## src/rtl/fetch_unit_pkg.sv

```systemverilog
// Shared fetch-path definitions: memory access encodings and the buffered fetch entry.
package fetch_unit_pkg;

  localparam logic [1:0] sz_byte = 2'd0;
  localparam logic [1:0] sz_half = 2'd1;
  localparam logic [1:0] sz_word = 2'd2;

  localparam logic rd_wr_read = 1'b1;

  typedef struct packed {
    logic [31:0] instr;
    logic [31:0] pc;
  } fetch_entry_t;

endpackage

```

## src/rtl/fetch_fifo.sv

```systemverilog
// In-order synchronous FIFO of fetch entries with flush; storage is not reset, only pointers.
module fetch_fifo import fetch_unit_pkg::*; #(
  parameter int unsigned DEPTH = 4,
  parameter type entry_t = fetch_entry_t,
  localparam int unsigned CntW = $clog2(DEPTH + 1),
  localparam int unsigned PtrW = $clog2(DEPTH)
) (
  input  logic            clk,
  input  logic            reset,
  input  logic            flush,
  input  logic            push,
  input  logic            pop,
  input  entry_t          wdata,
  output entry_t          rdata,
  output logic [CntW-1:0] count,
  output logic            full,
  output logic            empty
);

  entry_t            mem_q [DEPTH];
  logic [PtrW-1:0]   wr_ptr_q, wr_ptr_d, rd_ptr_q, rd_ptr_d;
  logic [CntW-1:0]   count_q, count_d;
  logic              do_push, do_pop;

  assign full    = (count_q == CntW'(DEPTH));
  assign empty   = (count_q == '0);
  assign count   = count_q;
  assign rdata   = mem_q[rd_ptr_q];
  assign do_pop  = pop & ~empty;
  assign do_push = push & (~full | do_pop);

  always_comb begin
    wr_ptr_d = wr_ptr_q;
    rd_ptr_d = rd_ptr_q;
    count_d  = count_q;
    if (flush) begin
      wr_ptr_d = '0;
      rd_ptr_d = '0;
      count_d  = '0;
    end else begin
      if (do_push) wr_ptr_d = wr_ptr_q + PtrW'(1);
      if (do_pop)  rd_ptr_d = rd_ptr_q + PtrW'(1);
      count_d = count_q + CntW'(do_push) - CntW'(do_pop);
    end
  end

  always_ff @(posedge clk) begin
    if (reset) begin
      wr_ptr_q <= '0;
      rd_ptr_q <= '0;
      count_q  <= '0;
    end else begin
      wr_ptr_q <= wr_ptr_d;
      rd_ptr_q <= rd_ptr_d;
      count_q  <= count_d;
    end
  end

  always_ff @(posedge clk) begin
    if (do_push && !flush) mem_q[wr_ptr_q] <= wdata;
  end

endmodule

```

## src/rtl/fetch_unit.sv

```systemverilog
// Instruction fetch front end: PC ownership, credit-limited pipelined reads, redirect with
// stale-response discard, and an in-order buffer towards decode.
module fetch_unit import fetch_unit_pkg::*; #(
  parameter int unsigned       ADDR_W          = 32,
  parameter int unsigned       DATA_W          = 32,
  parameter logic [ADDR_W-1:0] PC_INIT         = '0,
  parameter int unsigned       FIFO_DEPTH      = 4,
  parameter int unsigned       MAX_OUTSTANDING = 2
) (
  input  logic              clk,
  input  logic              reset,
  output logic [ADDR_W-1:0] mem_addr,
  output logic              mem_enable,
  output logic              mem_rd_wr,
  output logic [1:0]        mem_access_size,
  input  logic              mem_busy,
  input  logic              mem_rvalid,
  input  logic [DATA_W-1:0] mem_rdata,
  input  logic              redirect_valid,
  input  logic [ADDR_W-1:0] redirect_pc,
  output logic              instr_valid,
  input  logic              instr_ready,
  output logic [DATA_W-1:0] instr,
  output logic [ADDR_W-1:0] instr_pc,
  output logic [ADDR_W-1:0] fetch_pc
);

  localparam int unsigned CntW = $clog2(FIFO_DEPTH + 1);
  localparam int unsigned OutW = $clog2(MAX_OUTSTANDING + 1);

  typedef struct packed {
    logic [DATA_W-1:0] instr;
    logic [ADDR_W-1:0] pc;
  } entry_t;

  logic [ADDR_W-1:0] fetch_pc_q, fetch_pc_d, resp_pc_q, resp_pc_d, redirect_aligned;
  logic [OutW-1:0]   outstanding_q, outstanding_d, discard_q, discard_d;
  logic              accept, fifo_push, fifo_pop, fifo_full, fifo_empty;
  logic [CntW-1:0]   fifo_count;
  entry_t            fifo_wdata, fifo_rdata;
  logic              unused_bits;

  assign redirect_aligned = {redirect_pc[ADDR_W-1:2], 2'b00};
  assign unused_bits      = ^{redirect_pc[1:0], fifo_full};

  // Credit rule: every accepted read already owns a FIFO slot for its response.
  assign mem_enable = !reset && !redirect_valid
                      && (32'(outstanding_q) < MAX_OUTSTANDING)
                      && ((32'(fifo_count) + 32'(outstanding_q)) < FIFO_DEPTH);
  assign accept          = mem_enable & ~mem_busy;
  assign mem_addr        = fetch_pc_q;
  assign fetch_pc        = fetch_pc_q;
  assign mem_rd_wr       = rd_wr_read;
  assign mem_access_size = sz_word;

  assign fifo_push  = mem_rvalid && !redirect_valid && (discard_q == '0);
  assign fifo_pop   = instr_valid && instr_ready && !redirect_valid;
  assign fifo_wdata = '{instr: mem_rdata, pc: resp_pc_q};

  assign instr_valid = ~fifo_empty;
  assign instr       = fifo_empty ? '0 : fifo_rdata.instr;
  assign instr_pc    = fifo_empty ? '0 : fifo_rdata.pc;

  always_comb begin
    fetch_pc_d    = fetch_pc_q;
    resp_pc_d     = resp_pc_q;
    outstanding_d = outstanding_q + OutW'(accept) - OutW'(mem_rvalid);
    discard_d     = discard_q;
    if (redirect_valid) begin
      // Everything still in flight belongs to the old path.
      fetch_pc_d = redirect_aligned;
      resp_pc_d  = redirect_aligned;
      discard_d  = outstanding_q - OutW'(mem_rvalid);
    end else begin
      if (accept) fetch_pc_d = fetch_pc_q + ADDR_W'(4);
      if (mem_rvalid) begin
        if (discard_q != '0) discard_d = discard_q - OutW'(1);
        else                 resp_pc_d = resp_pc_q + ADDR_W'(4);
      end
    end
  end

  always_ff @(posedge clk) begin
    if (reset) begin
      fetch_pc_q    <= PC_INIT;
      resp_pc_q     <= PC_INIT;
      outstanding_q <= '0;
      discard_q     <= '0;
    end else begin
      fetch_pc_q    <= fetch_pc_d;
      resp_pc_q     <= resp_pc_d;
      outstanding_q <= outstanding_d;
      discard_q     <= discard_d;
    end
  end

  fetch_fifo #(
    .DEPTH   (FIFO_DEPTH),
    .entry_t (entry_t)
  ) u_fifo (
    .clk   (clk),
    .reset (reset),
    .flush (redirect_valid),
    .push  (fifo_push),
    .pop   (fifo_pop),
    .wdata (fifo_wdata),
    .rdata (fifo_rdata),
    .count (fifo_count),
    .full  (fifo_full),
    .empty (fifo_empty)
  );

endmodule

```

## config.mk

```make
export PLATFORM = sky130hd
export DESIGN_NAME = fetch_unit
export DESIGN_NICKNAME = d
export VERILOG_FILES = /design/src/rtl/fetch_unit_pkg.sv /design/src/rtl/fetch_fifo.sv /design/src/rtl/fetch_unit.sv
export SDC_FILE = /design/constraint.sdc
export NUM_CORES = 1
export LEC_CHECK = 0
export CAP_MARGIN = 10
export CELL_PAD_IN_SITES_DETAIL_PLACEMENT = 1
export CELL_PAD_IN_SITES_GLOBAL_PLACEMENT = 2
export CORE_MARGIN = 2
export CORE_UTILIZATION = 35
export DETAILED_ROUTE_END_ITERATION = 8
export GPL_TIMING_DRIVEN = 0
export PLACE_DENSITY = 0.74
export SYNTH_ARGS = -nofsm -noshare
export SYNTH_HDL_FRONTEND = slang
export SYNTH_SLANG_ARGS = --single-unit
export TNS_END_PERCENT = 10
```

## constraint.sdc

```tcl
create_clock -name clk -period 3.4 [get_ports clk]
set_input_delay 0.68 -clock clk [delete_from_list [all_inputs] [get_ports clk]]
set_output_delay 0.68 -clock clk [all_outputs]
set_load 0.1 [all_outputs]
```

==> impl_metrics.py <==
metrics = {
    "sta": {
        "slew_headroom": 0.269,
        "timing_max_transition_violations_final": 0,
        "slew_at_the_pin_with_the_worst_max_slew_slack_ns": 1.09,
        "timing.hold.ws_ns": 0.522,
        "grt_setup_unrepaired": "true",
        "final_hold_viol_count": 0,
        "fin_worst_skew_ns": 0.0179,
        "final-setup-viol-count": 0,
        "max_freq_mhz": 305,
        "layout_min_cycle_time_ns": 3.28,
        "fin_crit_sh": 0.966,
    },
    "route": {
        "routed_wirelength_normalized_by_instance_count_um": 19.9,
        "first_pass_iters": 4,
        "wl_met1_um": 15300,
        "postRouteWirelength_um": 33400,
        "via_total_after_detailed_routing": 8074,
        "met3WireLength_um": 1650,
        "ant_nets": 0,
        "drt_first_iter_violations": 252,
        "post_drt_via_cell_ratio": 4.82,
        "wl_met2_um": 15900,
        "top_layer_used": "met4",
        "drcViolationCount": 0,
    },
    "placement": {
        "placer_s_final_routability_congestion_estimate": 0.748,
        "hpwlAfterDp_um": 23400,
        "placedCellCount": 1614,
        "port_buffers": 191,
    },
    "cells_and_area": {
        "final_common_cell": "sky130_fd_sc_hd__edfxtp_1",
        "final_util": 0.451,
        "ratio_of_cells_with_drive_above_1_in_the_final_layout": 0.220,
        "area_delta_synth_final_pct": 27.6,
        "instances_no_fill": 1675,
        "layout_common_cells": "sky130_fd_sc_hd__edfxtp_1 (248), sky130_fd_sc_hd__clkdlybuf4s50_1 (127), sky130_fd_sc_hd__dfxtp_1 (72)",
        "num_antenna_cells": 0,
        "layout.nets": 1215,
    },
    "critical_path": {
        "r2r_setup_slack_ns": 0.51,
        "highest_net_fanout_along_the_worst_path": 10,
        "crit_path_top_delay_cell": "sky130_fd_sc_hd__buf_2",
        "cp.buffers_inverters": 4,
        "reg2reg_to": "outstanding_q[1]",
        "regToRegStartpoint": "outstanding_q[1]",
        "cp_data_required_time_ns": 2.72,
        "path_class": "register to output pin",
        "critical-path-top-cell-by-count": "sky130_fd_sc_hd__clkbuf_2",
        "timing.critical_path.slowest_cell_delay_ns": 0.42,
        "timing.critical_path.to_type": "output pin",
        "depth_of_the_most_critical_reg_to_reg_path": 10,
        "setup.worst_path.start_class": "register",
        "crit_path_cell_trace": "clkbuf_1 -> or3_1 -> clkbuf_2 -> clkbuf_2 -> and2_1 -> buf_2",
        "cell_type_group_with_the_largest_total_delay_on_the_critical_path": "buffers and inverters",
        "critical_path_at_ns": 2.60,
    },
    "synth": {
        "synth_area_mm2": 0.0136,
        "number_of_enable_flip_flop_cells_after_synthesis": 248,
        "ys.flop_type": "sky130_fd_sc_hd__edfxtp_1",
        "syn_avg_cell_area_um2": 15.2,
        "synth_cell_type_count": 47,
        "ys_async_sr_fraction": 0,
        "yosys-mux-area-fraction": 0.105,
        "area_share_of_fa_ha_maj_cells_after_synthesis": 0.0125,
        "seq_area_frac_synth": 0.655,
        "postSynthRegisterBits": 321,
        "synth-simple-area-share": 0.0910,
        "postSynthCellCount": 894,
        "synth-compound-area-share": 0.0531,
        "combinational_family_with_the_most_area_after_synthesis": "multiplexers",
        "synthXorXnorAreaFrac": 0.0348,
        "synth.yosys.warnings": 0,
    },
    "global_route": {
        "remaining_global_route_overflow": 0,
        "grtUsageTotal": 0.167,
        "grt_start_max_net_pins": 40,
        "via_count_of_the_first_global_routing_pass": 8850,
        "grt_antenna_before_repair": 0,
        "grt_first_pass_wirelength_um": 52200,
    },
    "clock_tree": {
        "ctsLongestPathBuffers": 3,
        "clock_insertion_delay_worst_skew_ns": 0.51,
        "cts_root_buffer_type": "sky130_fd_sc_hd__clkbuf_16",
        "clock_transition_at_path_regs_ns": 0.06,
        "cts_resized": 343,
        "tritoncts": "built",
        "h-tree-depth": 2,
        "ctsHoldBuffers": 0,
        "cts_post_setup_buffers_inserted": 0,
        "numCtsBuffers": 36,
        "tritoncts_num_sinks": 321,
    },
    "floorplanning": {
        "top_level_ports": 203,
        "effective_utilization_at_floorplan": 0.353,
        "die_area_mm2": 0.0404,
        "die_h_um": 201,
        "dieWidth_um": 201,
        "core_mm2": 0.0385,
        "placementRows": 72,
    },
    "run_status": {
        "outcome": "completed",
    },
    "min_path": {
        "hp-start": "u_fifo.rd_ptr_q[1]",
        "holdCritPathClass": "register to register",
        "hold_path_depth": 2,
    },
    "power_and_ir_drop": {
        "leakage_dissipation_nw": 5.94,
        "p_per_area_mw_per_mm2": 549,
        "power.total_mw": 9.52,
        "power.ir.vdd_worst_mv": 0.269,
    },
    "job": {
        "timing.max_cap.violations": 0,
    },
}
## registers in the layout, indices dropped and copies added, names as in the netlist, named ones only
register,cells
discard_q,2
fetch_pc,30
outstanding_q,2
resp_pc_q,30
u_fifo.count,3
u_fifo.mem_q,248
u_fifo.rd_ptr_q,2
u_fifo.wr_ptr_q,2
## cells in the mapped netlist, drive strengths merged (5+ instances only)
cell	number	area (um2)
mux4	62	1400
and3	8	50.1
buf	48	335
edfxtp	248	7450
inv	46	173
o31a	16	140
nor2	24	90.1
and4	9	78.8
nand4	11	68.8
a21oi	29	145
ha	12	150
dfxtp	73	1460
xnor2	34	298
a21boi	38	285
and2	72	450
clkbuf	37	139
nand3	23	115
xor2	20	175
nand2	17	63.8
a211oi	5	37.5
nor4	14	145
o21ai	5	25.0
nor3	12	70.1
## worst min-delay path: cells and delay by family, from the launching register on
family	cells	cell delay, ns
xor gates and xnor gates	1	0.09
DFF	1	0.32
and+or+nand+nor	1	0.08
## how the worst max path moves through the flow
stage,start,slack [ns],depth (start not counted),end
3_3_place_gp,redirect_valid,-2.14,4,u_fifo.mem_q[0][61]
4_1_cts,u_fifo.count[2],-0.005,5,instr_pc[22]
3_5_place_dp,register,-0.79,5,instr_pc[21]
5_1_grt,u_fifo.count[2],-0.04,6,instr[12]
6_report,u_fifo.count[2],0.12,6,instr[22]
2_1_floorplan,redirect_valid,-0.01,3,u_fifo.mem_q[3][10]
## metrics by stage
| step | setup TNS, ns | instance area (um2) | setup WS [ns] |
|---|---|---|---|
| 3_5_place_dp | -81.93 | 16300 | -0.785 |
| 4_1_cts | -0.00458 | 17300 | -0.00458 |
| 3_3_place_gp | -492.12 | 16200 | -2.14 |
| 2_1_floorplan | -1.87 | 13600 | -0.0100 |
| 5_1_grt | -0.203 | 17300 | -0.0423 |
| 6_report | 0 | 17300 | 0.117 |
## routing by layer
| metal | vias to the layer above | GRT usage |
|---|---|---|
| met5 | - | 0 |
| met3 | 37 | 0.0351 |
| met4 | 0 | 0.0392 |
| li1 | 3774 | - |
| met2 | 204 | 0.278 |
| met1 | 4059 | 0.223 |
## cells by family (layout without fill, tap and decap cells)
| family | after synthesis | count (layout) |
|---|---|---|
| adder cells (fa/ha/maj) | 13 | 13 |
| XOR/XNOR | 54 | 54 |
| other | 2 | 9 |
| AO/OA/AOI/OAI | 104 | 104 |
| AND/OR/NAND/NOR | 204 | 204 |
| flip-flops | 321 | 321 |
| buffers and inverters | 131 | 387 |
| multiplexers | 65 | 65 |
## area by class of cell
class                      instances  area [um2]
tap                              518         648
buffer                            83         509
multi-input combinational        449        4080
clock buffer                      44         972
sequential                       321        8910
timing repair buffer             195        1880
inverter                          46         173
fill                            3859       21100
clock inverter                    19         170
## where the power goes
group          switching [mW]  total [mW]  internal (mW)
combinational           0.910        1.30          0.386
clock                    1.50        3.76           2.25
sequential              0.124        4.47           4.35
(Power assumes the default switching activity.)
==> variant, RTL diff (same flow settings) <==
Change the parameter `FIFO_DEPTH` from 4 to 2.
--- a/src/rtl/fetch_unit.sv
+++ b/src/rtl/fetch_unit.sv
@@ -4,7 +4,7 @@
   parameter int unsigned       ADDR_W          = 32,
   parameter int unsigned       DATA_W          = 32,
   parameter logic [ADDR_W-1:0] PC_INIT         = '0,
-  parameter int unsigned       FIFO_DEPTH      = 4,
+  parameter int unsigned       FIFO_DEPTH      = 2,
   parameter int unsigned       MAX_OUTSTANDING = 2
 ) (
   input  logic              clk,
Check against the original RTL: not equivalent (Yosys sat finds a counterexample within 4 cycles, from zero or initial values and one cycle with reset high).
==> variant against the unedited design <==
  * Worst hold slack worse by 0.015 ns
  * Design area shrank 31%
  * Clock skew hardly changed
  * Total power decreased by 37%
  * Worst setup slack lost 0.031 ns
  * Area after synthesis decreased by 34%
  * Wire length fell by 21%
  * Cell count down 20%
  * Sequential cell count is 128 lower
==> variant: results (changes against the unedited design) <==
| Metric | Value |
|---|---|
| Number of buffers added by the clock tree synthesis step | `17 (was 36)` |
| Proportion of synthesized chip area in sequential cells | `0.571 (was 0.655)` |
| Max FFs per register | `124 (was 248)` |
| Share of synthesized cell area in full adder, half adder and majority cells | `0.0134 (was 0.0125)` |
| Pin count of the biggest net entering global routing | `63 (was 40)` |
| Worst Hold Margin | `0.507 ns (was 0.522 ns)` |
| Placed cell count | `1316 (was 1614)` |
| Worst r2r src | `u_fifo.count[0]$_SDFF_PP0_ (was outstanding_q[1]$_SDFF_PP0_)` |
| Synth Area in Compound Gates | `0.102 (was 0.0531)` |
| Time the final worst path needs with I/O delays and setup | `3.31 ns (was 3.28 ns)` |
| Share of final-layout standard cells stronger than drive strength 1 | `0.159 (was 0.220)` |
| Post-Place Setup Slack | `-0.312 ns (was -0.785 ns)` |
| Vias in the first global route | `7240 (was 8850)` |
| Number of enable flip-flop cells after synthesis | `124 (was 248)` |
| Worst reg2reg path depth | `12 (was 10)` |
| Internal power | `3.99 mW (was 6.99 mW)` |
| Result of the run | `completed (unchanged)` |
| Vias post-DR | `6887 (was 8074)` |
| Beginning of the worst hold path | `resp_pc_q[28]$_SDFFE_PP0P_ (was u_fifo.rd_ptr_q[1]$_SDFFE_PP0P_)` |
| Wire length on met3 | `1470 um (was 1650 um)` |
| Number of gates given a new drive strength after cts | `176 (was 343)` |
| Insertion delay of the later-clocked pin in the worst-skew pair | `0.45 ns (was 0.51 ns)` |
| Most area-consuming cells after synthesis | `sky130_fd_sc_hd__edfxtp_1, sky130_fd_sc_hd__dfxtp_1, sky130_fd_sc_hd__mux2i_1, sky130_fd_sc_hd__nor2_1, sky130_fd_sc_hd__buf_4 (was sky130_fd_sc_hd__edfxtp_1, sky130_fd_sc_hd__dfxtp_1, sky130_fd_sc_hd__mux4_2, sky130_fd_sc_hd__and2_1, sky130_fd_sc_hd__xnor2_1)` |
| Worst reg2reg setup slack | `0.34 ns (was 0.51 ns)` |
| Maximum level of the CTS H-tree | `4 (was 2)` |
| Half-perimeter wire length of the detailed placement result | `19300 um (was 23400 um)` |
| Global-route total usage across every layer | `0.201 (was 0.167)` |
variant: cell count changes in the layout (fill, tap and decap cells not counted), moves of 20 or more:
cell / change
sky130_fd_sc_hd__a21boi_0: -20
sky130_fd_sc_hd__a21oi_1: -23
sky130_fd_sc_hd__and2_1: -61
sky130_fd_sc_hd__buf_4: -25
sky130_fd_sc_hd__clkbuf_4: -20
sky130_fd_sc_hd__clkdlybuf4s15_2: +36
sky130_fd_sc_hd__edfxtp_1: -124
sky130_fd_sc_hd__inv_1: -27
sky130_fd_sc_hd__mux2i_1: +61
sky130_fd_sc_hd__mux4_2: -62
sky130_fd_sc_hd__nor2_1: +64
variant: power groups by stage:
stage / combinational (mW) / sequential, mW / clock (mW)
after floorplan: 0.744 / 2.93 / 0
after global placement: 1.26 / 2.78 / 0
after detailed placement: 1.28 / 2.78 / 0
after CTS: 1.27 / 2.73 / 2.07
after global routing: 1.34 / 2.75 / 2.17
final: 1.27 / 2.73 / 2.03
variant: worst max-delay path, delay by kind of cell, from the launching register on:
family	cells	cell delay, ns
buf+inv	3	1.66
flops	1	0.31
mux	1	0.12
simple gates	1	0.09
variant: cell families (layout without fill, tap and decap cells):
| family | after synthesis | in the layout |
|---|---|---|
| compound gates | 123 | 123 |
| flops | 193 | 193 |
| xor+xnor | 25 | 25 |
| buf+inv | 104 | 332 |
| mux | 64 | 64 |
| fa+ha+maj | 9 | 9 |
| other cells | 2 | 9 |
| simple gates | 263 | 263 |
variant: layout make-up:
type	instances	share of cell area
plain buffers	85	0.0455
clock buffers	17	0.0353
clock inverters	15	0.0143
inverters	19	0.00592
multi-input cells	493	0.276
flip-flops and latches	193	0.424
well taps	330	0.0343
repair buffers	196	0.165
